[src/rtl/cpu_pkt_mem.sv]
// ============================================================================
// Module   : cpu_pkt_mem
// Purpose  : CPU-to-frame-builder packet buffer. The CPU writes bytes one at a
//            time; a packet becomes visible to the read port only once its
//            last byte is written. The read side streams committed bytes at
//            one per cycle through a two-entry read-ahead pipe.
// Options  : define CPU_PKT_MEM_ABORT_EN to let wr_abort discard the packet
//            currently being written (default build ignores wr_abort).
// Revision : 1.0 - initial release
// ============================================================================
`default_nettype none

module cpu_pkt_mem #(
  parameter int DATA_WIDTH = 8,
  parameter int RAM_DEPTH  = 128,
  parameter int ADDR_WIDTH = $clog2(RAM_DEPTH)
) (
  input  logic                  clk0,
  input  logic                  rst0_n,
  input  logic                  wr_en,
  input  logic                  wr_last,
  input  logic                  wr_abort,
  input  logic [DATA_WIDTH-1:0] wr_data,
  output logic                  wr_ready,
  output logic                  rd_valid,
  output logic [DATA_WIDTH-1:0] rd_data,
  output logic                  rd_last,
  input  logic                  rd_ready,
  output logic [ADDR_WIDTH:0]   pkt_cnt,
  output logic [ADDR_WIDTH:0]   used_cnt,
  output logic                  wr_ovf,
  input  logic                  ovf_clr
);

  localparam logic [ADDR_WIDTH:0]   FULL_CNT = (ADDR_WIDTH+1)'(RAM_DEPTH);
  localparam logic [ADDR_WIDTH:0]   CNT_ONE  = (ADDR_WIDTH+1)'(1);
  localparam logic [ADDR_WIDTH-1:0] PTR_ONE  = ADDR_WIDTH'(1);

  // Storage: each entry carries {last, data}
  logic [DATA_WIDTH:0] mem_q [RAM_DEPTH];

  // Write pointer, commit pointer (end of last complete packet), fetch pointer
  logic [ADDR_WIDTH-1:0] wr_ptr_q, wr_ptr_d;
  logic [ADDR_WIDTH-1:0] cmt_ptr_q, cmt_ptr_d;
  logic [ADDR_WIDTH-1:0] rd_ptr_q, rd_ptr_d;

  // unc: bytes of the open packet; avail: committed bytes not yet fetched
  logic [ADDR_WIDTH:0] unc_q, unc_d;
  logic [ADDR_WIDTH:0] avail_q, avail_d;
  logic [ADDR_WIDTH:0] used_q, used_d;
  logic [ADDR_WIDTH:0] pkt_q, pkt_d;
  logic                ovf_q, ovf_d;

  // Read-ahead pipe: stage A holds the fetched entry, out is what the port shows
  logic                a_valid_q, a_valid_d;
  logic [DATA_WIDTH:0] a_q, a_d;
  logic                out_valid_q, out_valid_d;
  logic [DATA_WIDTH:0] out_q, out_d;

  logic abort_req;
  logic full;
  logic rd_fire;
  logic wr_acc;
  logic out_free;
  logic a_move;
  logic fetch;

`ifdef CPU_PKT_MEM_ABORT_EN
  assign abort_req = wr_abort;
`else
  // wr_abort is kept on the port but has no effect in this build
  logic unused_abort;
  assign unused_abort = wr_abort;
  assign abort_req    = 1'b0;
`endif

  assign full     = (used_q == FULL_CNT);
  assign rd_fire  = out_valid_q && rd_ready;
  // When full, the slot vacated by a same-cycle transfer may be reused
  assign wr_acc   = wr_en && !abort_req && (!full || rd_fire);
  assign out_free = !out_valid_q || rd_ready;
  assign a_move   = a_valid_q && out_free;
  assign fetch    = (avail_q != '0) && (!a_valid_q || a_move);

  // Storage write port; contents are never reset
  always_ff @(posedge clk0) begin
    if (wr_acc) begin
      mem_q[wr_ptr_q] <= {wr_last, wr_data};
    end
  end

  // Next-state for pointers, counters, overflow flag and read-ahead pipe
  always_comb begin
    wr_ptr_d    = wr_ptr_q;
    cmt_ptr_d   = cmt_ptr_q;
    rd_ptr_d    = rd_ptr_q;
    unc_d       = unc_q;
    avail_d     = avail_q;
    used_d      = used_q;
    pkt_d       = pkt_q;
    ovf_d       = ovf_q;
    a_valid_d   = a_valid_q;
    a_d         = a_q;
    out_valid_d = out_valid_q;
    out_d       = out_q;

    if (abort_req) begin
      wr_ptr_d = cmt_ptr_q;
      unc_d    = '0;
      used_d   = used_d - unc_q;
    end else if (wr_acc) begin
      wr_ptr_d = wr_ptr_q + PTR_ONE;
      used_d   = used_d + CNT_ONE;
      if (wr_last) begin
        cmt_ptr_d = wr_ptr_q + PTR_ONE;
        unc_d     = '0;
        avail_d   = avail_d + unc_q + CNT_ONE;
        pkt_d     = pkt_d + CNT_ONE;
      end else begin
        unc_d = unc_q + CNT_ONE;
      end
    end

    if (rd_fire) begin
      used_d = used_d - CNT_ONE;
      if (out_q[DATA_WIDTH]) begin
        pkt_d = pkt_d - CNT_ONE;
      end
    end

    if (fetch) begin
      a_d       = mem_q[rd_ptr_q];
      a_valid_d = 1'b1;
      rd_ptr_d  = rd_ptr_q + PTR_ONE;
      avail_d   = avail_d - CNT_ONE;
    end else if (a_move) begin
      a_valid_d = 1'b0;
    end

    if (a_move) begin
      out_d       = a_q;
      out_valid_d = 1'b1;
    end else if (rd_fire) begin
      out_valid_d = 1'b0;
    end

    // A rejected write wins over a same-cycle clear
    if (wr_en && !abort_req && !wr_acc) begin
      ovf_d = 1'b1;
    end else if (ovf_clr) begin
      ovf_d = 1'b0;
    end
  end

  // State registers with asynchronous clear
  always_ff @(posedge clk0 or negedge rst0_n) begin
    if (!rst0_n) begin
      wr_ptr_q    <= '0;
      cmt_ptr_q   <= '0;
      rd_ptr_q    <= '0;
      unc_q       <= '0;
      avail_q     <= '0;
      used_q      <= '0;
      pkt_q       <= '0;
      ovf_q       <= 1'b0;
      a_valid_q   <= 1'b0;
      a_q         <= '0;
      out_valid_q <= 1'b0;
      out_q       <= '0;
    end else begin
      wr_ptr_q    <= wr_ptr_d;
      cmt_ptr_q   <= cmt_ptr_d;
      rd_ptr_q    <= rd_ptr_d;
      unc_q       <= unc_d;
      avail_q     <= avail_d;
      used_q      <= used_d;
      pkt_q       <= pkt_d;
      ovf_q       <= ovf_d;
      a_valid_q   <= a_valid_d;
      a_q         <= a_d;
      out_valid_q <= out_valid_d;
      out_q       <= out_d;
    end
  end

  assign wr_ready = !full;
  assign rd_valid = out_valid_q;
  assign rd_data  = out_q[DATA_WIDTH-1:0];
  assign rd_last  = out_q[DATA_WIDTH];
  assign pkt_cnt  = pkt_q;
  assign used_cnt = used_q;
  assign wr_ovf   = ovf_q;

endmodule

`default_nettype wire
[config.mk]
export PLATFORM = sky130hd
export DESIGN_NAME = cpu_pkt_mem
export DESIGN_NICKNAME = d
export VERILOG_FILES = /design/src/rtl/cpu_pkt_mem.sv
export SDC_FILE = /design/constraint.sdc
export NUM_CORES = 1
export LEC_CHECK = 0
export BUFFER_PORTS_ARGS = -buffer_cell sky130_fd_sc_hd__buf_2
export CAP_MARGIN = 20
export CORE_MARGIN = 5
export CORE_UTILIZATION = 60
export DETAILED_ROUTE_END_ITERATION = 6
export HOLD_SLACK_MARGIN = 0.08
export MAX_ROUTING_LAYER = met4
export PLACE_DENSITY = 0.76
export SLEW_MARGIN = 15
export SYNTH_ARGS = -nofsm -noshare
export SYNTH_HDL_FRONTEND = slang
export SYNTH_SLANG_ARGS = --single-unit
export TNS_END_PERCENT = 100
[constraint.sdc]
create_clock -name clk0 -period 4.65 [get_ports clk0]
set_input_delay 0.6975 -clock clk0 [delete_from_list [all_inputs] [get_ports clk0]]
set_output_delay 0.6975 -clock clk0 [all_outputs]
set_load 0.01 [all_outputs]
# After elaboration in Yosys (flattened, before gate mapping)
# Memory sizes are Yosys's and may differ from the RTL's. A register that Yosys moved wholly into a read port is not among the register bits.
# Index checks and enable logic that the tools add are counted.
dict set report totals {
  register_bits 58
  ramBits 1152
  inputBits 15
  out_inout_bits 28
  word_cells 57
  memories 1
}
# memory words word_bits rd rd_ports_with_merged_regs write_ports line_no
set memory_table {}
lappend memory_table {mem_q 128 9 1 1 1 40} ;# logic [DATA_WIDTH:0] mem_q [RAM_DEPTH];
dict set report classes {
  add_sub_neg 10
  n_eq_ne 1
  n_mux 18
  reduce_logical 17
}
# operator count
set ops {}
lappend ops {{2-to-1 mux 8 bit} 10}
lappend ops {{adder 8 x 1 -> 8 bit (second input constant)} 4}
lappend ops {{subtractor 8 x 1 -> 8 bit (second input constant)} 3}
lappend ops {{adder 7 x 1 -> 7 bit (second input constant)} 2}
lappend ops {{adder 8 bit} 1}
lappend ops {{equality test 8 bit (second input constant)} 1}
lappend ops {{2-to-1 mux 1 bit} 8}
lappend ops {{nonzero test 8 bit} 1}
lappend ops {{nonzero test 2 bit} 3}
lappend ops {{logical AND 1 bit} 5}
lappend ops {{logical NOT 1 bit} 5}
lappend ops {{logical OR 1 bit} 3}

# Depth between registers and ports, before layout
# Gate-level depths: netlist of the first run.
dict set report depth {
  word_depth 8
  depth_mapped 14
  ltp_nobuf 12
}

# Least setup slack after synthesis of the first run
# No wires, ideal clock.
dict set report synth_timing {
  path_kind {reg2reg}
  start {register used_q[0], in the netlist used_cnt[0]}
  end {register pkt_q[6], in the netlist pkt_cnt[6]}
  setup_ns 0.128
  t_arrival_ns 2.755
  t_required_ns 4.522
  setup_slack_ns 1.767
  stages_incl_launch_ff 15
  path_buffers 3
  synth_period_minus_slack_ns 2.883
  cell_sequence {dfrtp_1 > inv_1 > ha_1 > nor3b_2 > a31oi_1 > buf_4 > buf_6 > buf_2 > mux2i_1 > ha_1 > nand3_1 > a21oi_2 > mux2i_1 > o21ai_2 > xor2_1}
}
dict set report synth_between {
  elab_chain_cells 8
}
# element line_no
set synth_lines {}
lappend synth_lines {{from (decl)} 50} ;# logic [ADDR_WIDTH:0] used_q, used_d;
lappend synth_lines {{from (signal assigned)} 176} ;# used_q <= used_d;
lappend synth_lines {{equality test 8 bit (*)} 77} ;# assign full = (used_q == FULL_CNT);
lappend synth_lines {{logical NOT 1 bit (*)} 80} ;# assign wr_acc = wr_en && !abort_req && (!full || rd_fire);
lappend synth_lines {{logical OR 1 bit (*)} 80}
lappend synth_lines {{logical AND 1 bit (*)} 80}
lappend synth_lines {{2-to-1 mux 8 bit (*)} 111} ;# end else if (wr_acc) begin
lappend synth_lines {{subtractor 8 x 1 -> 8 bit} 127} ;# pkt_d = pkt_d - CNT_ONE;
lappend synth_lines {{2-to-1 mux 8 bit} 126} ;# if (out_q[DATA_WIDTH]) begin
lappend synth_lines {{2-to-1 mux 8 bit (*)} 124} ;# if (rd_fire) begin
lappend synth_lines {{via pkt_d[6]} 51} ;# logic [ADDR_WIDTH:0] pkt_q, pkt_d;
lappend synth_lines {{to (signal assigned)} 177} ;# pkt_q <= pkt_d;
lappend synth_lines {{to (decl)} 51}
# The timed path passes the listed nets; every way through them passes the cells marked *.
# A chain may end at the register's enable or synchronous reset.

==> results by group, run 1 <==
Setup path
  • R2R Path End: a_q[5]$_DFFE_PN0P_
  • Kind of critical path: reg2reg
  • R2R Setup Slk: 1.15 ns
  • Crit start category: register
  • Reg-to-reg startpoint: rd_ptr_q[0]$_DFFE_PN0P_
  • R2r worst-path depth: 9
  • Worst Path Arrival: approximately 4.0 ns
  • Required @ worst endpoint: approximately 5.2 ns
  • Crit. End Element: register
  • CP Max Fanout: 32

Logic synthesis
  • Mapped Cells: roughly 2500
  • Post-synth EDFFs: about 1200
  • Synth warn: 0
  • Ys flop type: edfxtp_1
  • Top-count cell post-synth: edfxtp_1
  • Synth Register Bits: between 1000 and 1500
  • Largest cells by area after synthesis: edfxtp_1, mux4_2, dfrtp_1
  • Post-Syn Area: ~50000 um2
  • Mean Syn Cell Area: 19.7 um2
  • Syn Nets: around 2500
  • Synth top area share: 71.2%
  • Asr flop ratio synth: 5.50%
  • Synth cell types: 62
  • Post-synth top area cell: edfxtp_1
  • Sequential element share of the synthesized area: around 75%
  • Most frequent cells after synthesis: edfxtp_1, mux4_2, nor2_1, mux2i_1, nand2_1

Timing
  • Final Cycle Share: between 70% and 80%
  • Total negative slack: 0 ns
  • Max-slew violation count: 0
  • Minimum clock period: around 3.5 ns
  • Final hold viol count: 0
  • Setup violators final: 0
  • RSZ-0062 raised after global routing: false
  • Max Fclk: 0.285 GHz
  • Hold_ws: 0.179 ns
  • Layout Skew: between 0.02 and 0.025 ns
  • Worst relative slew slack: ~25%
  • Slew @ Worst Pin: approximately 1.1 ns

CTS
  • Hold Buf Count CTS: 0
  • Post-CTS Setup Repair Bufs: 0
  • Clock Sinks: approximately 1200
  • CTS tree: done
  • Post-CTS sizing: 0
  • Deepest clock path buffer count: 3
  • H-tree depth: 3
  • CTS buffer count: around 110
  • Clock root buffer: clkbuf_16
  • Clock-pin slew on the worst setup and hold paths: 0.06 ns
  • Worst-skew pair later-pin latency: ~0.68 ns

Die
  • Chip height: 294 um
  • Ports: 43
  • DIE WIDTH: 294 um
  • Core Area: approximately 80000 um2
  • # rows: 104
  • Starting density of the core: around three fifths
  • Die area: 86700 um2

Final layout
  • Fillcell total: 4984
  • Multi-input logic area: between 10000 and 15000 um2
  • Nets: between 2000 and 3000
  • Share of layout cells above drive strength 1: 21.3%
  • Sequential cell area: approximately 36000 um2
  • Antenna diodes: 0
  • Area delta synth->final: 10.2%

Global routing
  • First-pass GRT wire length: 160000 um
  • Global router's overall resource usage: 25.5%
  • Largest net degree at the start of global routing: roughly 100
  • Vias in the first global route: approximately 25000
  • Initial antenna violation count: 2
  • Overflow after GRT: 0

Power
  • VDD IR-drop max: around 0.44 mV
  • NetSw: a little over 0.009 W
  • Static leakage: roughly 17 nW
  • Internal Power: between 0.02 and 0.025 W
  • Clock power share: approximately 29%
  • Total power draw: between 0.03 and 0.04 W
  • Comb power frac: between 20 and 30%
  • Flop pwr share: between 40 and 50%
  • Pwr Density: about 570 nW/um2
  • Switching power share of the total: between 30% and 40%

Placed design
  • IO buf count: roughly 40
  • GPL Wtd Cong: between 0.8 and 0.9
  • Post-DP HPWL: about 62000 um

Detailed routing
  • Routed length per instance: about 29 um
  • DR iter-0 viols: about 2700
  • Antenna Nets Post-Route: 0
  • Vias: between 20000 and 25000
  • Routed wl met2: ~52000 um
  • DRC: 0
  • Vias per inst: ~6.6
  • Drt pass-1 iters: 5
  • Top Layer Used: met4
  • Drt total wl: roughly 110000 um
  • Wl on met1: slightly above 40000 um
  • Met3 Wirelength: 9510 um

Flow run
  • Max-Cap Viols: 0

Status
  • Status: finished, final reports clean

Min path
  • Tightest Hold Check Type: in2async
-- cells in the final DEF, fill, tap and decap left out, types with 27 or more instances in the layout --
master / count
a21oi_1: 32
buf_2: 31
buf_4: 64
clkbuf_1: 28
clkbuf_16: 115
dfrtp_1: 63
edfxtp_1: 1152
mux2i_1: 143
mux4_2: 264
nand2_1: 109
nand3_1: 34
nor2_1: 172
nor3_1: 27
o21ai_0: 30
o22ai_1: 59
xnor2_1: 36
-- registers in the layout (all words and copies together) (netlist names) --
register	flops
rd_ptr_q	7
rd_valid	1
out_q	9
wr_ptr_q	7
used_cnt	8
unc_q	8
avail_q	8
a_valid_q	1
mem_q	1152
pkt_cnt	8
wr_ovf	1
a_q	9
-- stage by stage --
step / setup WS, ns / cells / util [%] / area, um2
floorplan: 1.77 / 2470 / - / 48600
global placement: 1.21 / 3498 / 62.1 / 49900
detailed placement: 1.13 / 3498 / 62.1 / 49900
CTS: 1.12 / 3702 / 66.5 / 53500
global route: 0.919 / 3702 / 66.5 / 53500
finish: 1.15 / 3702 / 66.5 / 53500
-- power by group through the flow --
stage | clock, W | combinational (W) | sequential (W)
final | 0.00899 | 0.00853 | 0.0131
after CTS | 0.00907 | 0.00855 | 0.0131
after global routing | 0.00960 | 0.00906 | 0.0132
after detailed placement | 0 | 0.00847 | 0.0133
after global placement | 0 | 0.00831 | 0.0133
after floorplan | 0 | 0.00636 | 0.0129
-- routing by layer --
metal  vias to the layer above  GRT usage, %
li1                      10200             -
met4                         0          7.22
met1                     12700          35.8
met5                         -             -
met3                       190          4.35
met2                      1248          39.7
-- kinds of logic after synthesis --
group	count (synthesis)	share of synthesized area, %
xor gates and xnor gates	55	0.992
and+or+nand+nor	404	3.70
muxes	428	15.7
adders and majority gates	17	0.454
DFF	1219	74.7
AOI/OAI and AO/OA	197	2.66
buffers and inverters	150	1.82
-- layout make-up --
class | instances | area share, %
clock inverter | 52 | 0.901
inverter | 13 | 0.0936
sequential | 1219 | 67.8
timing repair buffer | 105 | 1.56
tap | 1060 | 2.48
clock buffer | 152 | 5.81
multi-input combinational | 1101 | 21.3
-- how the worst max path moves through the flow --
stage	slack [ns]	end	from	cells after the start
2_1_floorplan	1.77	pkt_cnt[6]$_DFF_PN0_	used_cnt[0]$_DFF_PN0_	14
3_3_place_gp	1.21	mem_q[48][4]$_DFFE_PP_	rd_ready	8
3_5_place_dp	1.13	a_q[5]$_DFFE_PN0P_	rd_ptr_q[0]$_DFFE_PN0P_	9
4_1_cts	1.12	a_q[5]$_DFFE_PN0P_	rd_ptr_q[0]$_DFFE_PN0P_	9
5_1_grt	0.92	a_q[5]$_DFFE_PN0P_	rd_ptr_q[0]$_DFFE_PN0P_	9
6_report	1.15	a_q[5]$_DFFE_PN0P_	rd_ptr_q[0]$_DFFE_PN0P_	9
-- worst max-delay path, cell delays in order, from the launching register on --
cell	delay, ns
dfrtp_4	0.95
buf_12	0.29
buf_12	0.21
mux4_2	0.52
nand2_1	0.08
a21oi_1	0.11
a2111oi_0	0.47
a211oi_1	0.18
nor4_1	0.41
nor3_1	0.12
(Power assumes the default switching activity.)
==> inputs of run 2 (changes only) <==
--- a/config.mk
+++ b/config.mk
@@ -5,10 +5,11 @@
 export SDC_FILE = /design/constraint.sdc
 export NUM_CORES = 1
 export LEC_CHECK = 0
+export ABC_AREA = 1
 export BUFFER_PORTS_ARGS = -buffer_cell sky130_fd_sc_hd__buf_2
 export CAP_MARGIN = 20
 export CORE_MARGIN = 5
-export CORE_UTILIZATION = 60
+export CORE_UTILIZATION = 57
 export DETAILED_ROUTE_END_ITERATION = 6
 export HOLD_SLACK_MARGIN = 0.08
 export MAX_ROUTING_LAYER = met4
==> constraint.sdc (replaced) <==
create_clock -name clk0 -period 3.15 [get_ports clk0]
set_input_delay 0.4725 -clock clk0 [delete_from_list [all_inputs] [get_ports clk0]]
set_output_delay 0.4725 -clock clk0 [all_outputs]
set_load 0.01 [all_outputs]
==> results by group, run 2 <==
CTS
  • H-tree depth: 3 (unchanged)
  • Deepest clock path buffer count: 3 (unchanged)
  • Clock Sinks: 1219 (unchanged)
  • Worst-skew pair later-pin latency: 0.69 ns (was 0.68 ns)
  • Clock-pin slew on the worst setup and hold paths: 0.06 ns (about the same)
  • Post-CTS Setup Repair Bufs: 0 (unchanged)
  • Post-CTS sizing: 0 (unchanged)
  • Hold Buf Count CTS: 3 (was 0)
  • CTS buffer count: 118 (was 114)
  • CTS tree: done (unchanged)
  • Clock root buffer: clkbuf_16 (unchanged)

Logic synthesis
  • Top-count cell post-synth: edfxtp_1 (unchanged)
  • Post-Syn Area: 50700 um2 (was 48600 um2)
  • Synth warn: 0 (unchanged)
  • Largest cells by area after synthesis: edfxtp_1, nor2_1, nand2_1 (was edfxtp_1, mux4_2, dfrtp_1)
  • Asr flop ratio synth: 5.50% (unchanged)
  • Sequential element share of the synthesized area: 71.5% (was 74.7%)
  • Ys flop type: edfxtp_1 (unchanged)
  • Mean Syn Cell Area: 11.4 um2 (was 19.7 um2)
  • Synth cell types: 39 (was 62)
  • Synth top area share: 68.2% (was 71.2%)
  • Mapped Cells: 4467 (was 2470)
  • Most frequent cells after synthesis: edfxtp_1, nor2_1, nand2_1, o21ai_0, nand3_1 (was edfxtp_1, mux4_2, nor2_1, mux2i_1, nand2_1)
  • Syn Nets: 4499 (was 2502)
  • Synth Register Bits: 1219 (unchanged)
  • Post-synth top area cell: edfxtp_1 (unchanged)
  • Post-synth EDFFs: 1152 (unchanged)

Timing
  • Setup violators final: 0 (unchanged)
  • Total negative slack: 0 ns (unchanged)
  • Post-route worst setup slack: 0.368 ns (was 1.15 ns)
  • Max-slew violation count: 0 (unchanged)
  • Layout Skew: 0.0280 ns (was 0.0212 ns)
  • Minimum clock period: 2.78 ns (was 3.50 ns)
  • Final Cycle Share: 88.3% (was 75.4%)
  • Final hold viol count: 0 (unchanged)
  • Max Fclk: 0.359 GHz (was 0.285 GHz)
  • Slew @ Worst Pin: 0.985 ns (was 1.12 ns)
  • Worst relative slew slack: 34.1% (was 25.0%)
  • RSZ-0062 raised after global routing: false (unchanged)

Placed design
  • Post-DP HPWL: 74900 um (was 62200 um)
  • IO buf count: 41 (unchanged)
  • DP Worst Slack: 0.449 ns (was 1.13 ns)
  • Inst Count DP: 5650 (was 3498)
  • GPL Wtd Cong: 0.913 (was 0.880)

Setup path
  • Slowest CP cell: dfrtp_4 (unchanged)
  • Worst Path Arrival: 3.40 ns (was 4.03 ns)
  • Crit start category: register (unchanged)
  • CP Max Fanout: 36 (was 32)
  • Kind of critical path: reg2reg (unchanged)
  • Required @ worst endpoint: 3.77 ns (was 5.18 ns)
  • CP peak stage delay: 0.60 ns (was 0.95 ns)
  • CP top delay family: buffers and inverters (was flip-flops)
  • Crit path buf inv count: 3 (was 2)
  • Crit. End Element: register (unchanged)
  • Crit path cell chain: inv_8 > buf_12 > buf_4 > o21ai_0 > o22ai_1 > nand2_1 > nand3_1 > nand2_1 > nand3_1 > nand3_1 > nand2_1 (was buf_12 > buf_12 > mux4_2 > nand2_1 > a21oi_1 > a2111oi_0 > a211oi_1 > nor4_1 > nor3_1)

Min path
  • Tightest Hold Check Type: in2reg (was in2async)

Detailed routing
  • Drt total wl: 126000 um (was 106000 um)
  • Routed length per instance: 21.4 um (was 28.7 um)
  • Drt pass-1 iters: 6 (was 5)
  • Vias per inst: 5.82 (was 6.59)
  • Antenna Nets Post-Route: 0 (unchanged)
  • DRC: 0 (unchanged)
  • Vias: 34200 (was 24400)
  • DR iter-0 viols: 3925 (was 2729)

Power
  • VDD IR-drop max: 0.643 mV (was 0.439 mV)
  • Static leakage: 20.7 nW (was 17.2 nW)
  • Total power draw: 0.0508 W (was 0.0306 W)
  • Pwr Density: 887 nW/um2 (was 573 nW/um2)

Status
  • Status: finished, final reports clean (unchanged)

Final layout
  • Share of layout cells above drive strength 1: 10.7% (was 21.3%)
  • Commonest cells after routing, fill and taps aside: edfxtp_1, nor2_1, nand2_1 (was edfxtp_1, mux4_2, nor2_1)
  • Biggest regs: mem_q: 1152 flops, a_q: 9 flops, out_q: 9 flops (unchanged)
  • Antenna diodes: 0 (unchanged)
  • Nets: 4641 (was 2586)
  • Commonest non-fill, non-tap cell in the layout: edfxtp_1 (unchanged)
  • Area delta synth->final: 13.0% (was 10.2%)
  • Layout Cells excl Fill: 5877 (was 3702)
  • Largest register FFs: 1152 (unchanged)
  • Top reg by flops: mem_q (unchanged)

Die
  • Die area: 95100 um2 (was 86700 um2)
  • Starting density of the core: 57.4% (was 60.4%)
  • Ports: 43 (unchanged)
  • # rows: 109 (was 104)
  • Chip height: 308 um (was 294 um)
  • DIE WIDTH: 308 um (was 294 um)
  • Core Area: 88400 um2 (was 80400 um2)

Global routing
  • Global router's overall resource usage: 27.1% (was 25.5%)
  • Initial antenna violation count: 0 (was 2)
  • Vias in the first global route: 33500 (was 24700)
  • Overflow after GRT: 0 (unchanged)
  • Largest net degree at the start of global routing: 133 (was 101)
  • First-pass GRT wire length: 193000 um (was 160000 um)

Flow run
  • Max-Cap Viols: 0 (unchanged)
[run 2: cell types whose count changed after synthesis, sizes merged, moves of 143 or more]
cell,delta
mux2i,-143
nor2,+738
nand3,+300
nand2,+758
mux4,-264
o21ai,+450
[run 2: per-layer routing]
layer / up-vias / track usage (%) / wire (um)
met1: 16400 / 36.1 / 48700
li1: 15800 / - / -
met5: - / - / 0
met4: 0 / 11.5 / 5860
met2: 1621 / 42.4 / 60200
met3: 339 / 4.04 / 11100
[run 2: stage by stage]
stage	util [%]	area [um2]	hold slack (ns)
after floorplan	-	50700	0.177
after global placement	60.4	53400	0.456
after detailed placement	60.4	53400	0.464
after CTS	64.9	57300	0.132
after global routing	64.9	57400	0.174
final	64.9	57400	0.167
[run 2: worst reg2reg max path: stages, from the launching register on]
cell and delay, ns:
dfrtp_4 0.60, inv_8 0.25, buf_12 0.24, buf_4 0.42, o21ai_0 0.15, o22ai_1 0.25
nand2_1 0.12, nand3_1 0.19, nand2_1 0.08, nand3_1 0.15, nand3_1 0.19, nand2_1 0.10
[run 2: cells by family after synthesis]
kind of cell | after synthesis | share of synthesized area [%]
and+or+nand+nor | 2154 | 17.1
DFF | 1219 | 71.5
AOI/OAI and AO/OA | 645 | 6.74
buffers and inverters | 386 | 3.41
xor gates and xnor gates | 37 | 0.639
adders and majority gates | 17 | 0.434
muxes | 9 | 0.200
[run 2: final timing paths]
check                                         from                       to  slack (ns)  cells past startpoint
min reg2reg                  a_valid_q$_DFFE_PN0P_     rd_valid$_DFFE_PN0P_        0.48                      2
max in group asynchronous                   rst0_n  rd_ptr_q[6]$_DFFE_PN0P_        2.22                      4
max reg2reg                rd_ptr_q[0]$_DFFE_PN0P_       a_q[2]$_DFFE_PN0P_        0.37                     11
min                                          wr_en       wr_ovf$_DFFE_PN0P_        0.17                      3
max                        rd_ptr_q[0]$_DFFE_PN0P_       a_q[2]$_DFFE_PN0P_        0.37                     11
min in group asynchronous                   rst0_n     pkt_cnt[6]$_DFF_PN0_        0.19                      2
[run 2: cell type report]
type | instances | area, um2
Sequential cell | 1219 | 36300
Fill cell | 6347 | 31000
Multi-Input combinational cell | 2862 | 12700
Clock buffer | 143 | 3150
Timing Repair Buffer | 279 | 2480
Tap cell | 1165 | 1460
Clock inverter | 80 | 742
Inverter | 129 | 497
[run 2: where the power goes]
part	total (W)	internal [W]	switching [W]
Sequential	0.0189	0.0184	0.000565
Clock	0.0141	0.00810	0.00595
Combinational	0.0179	0.00532	0.0125
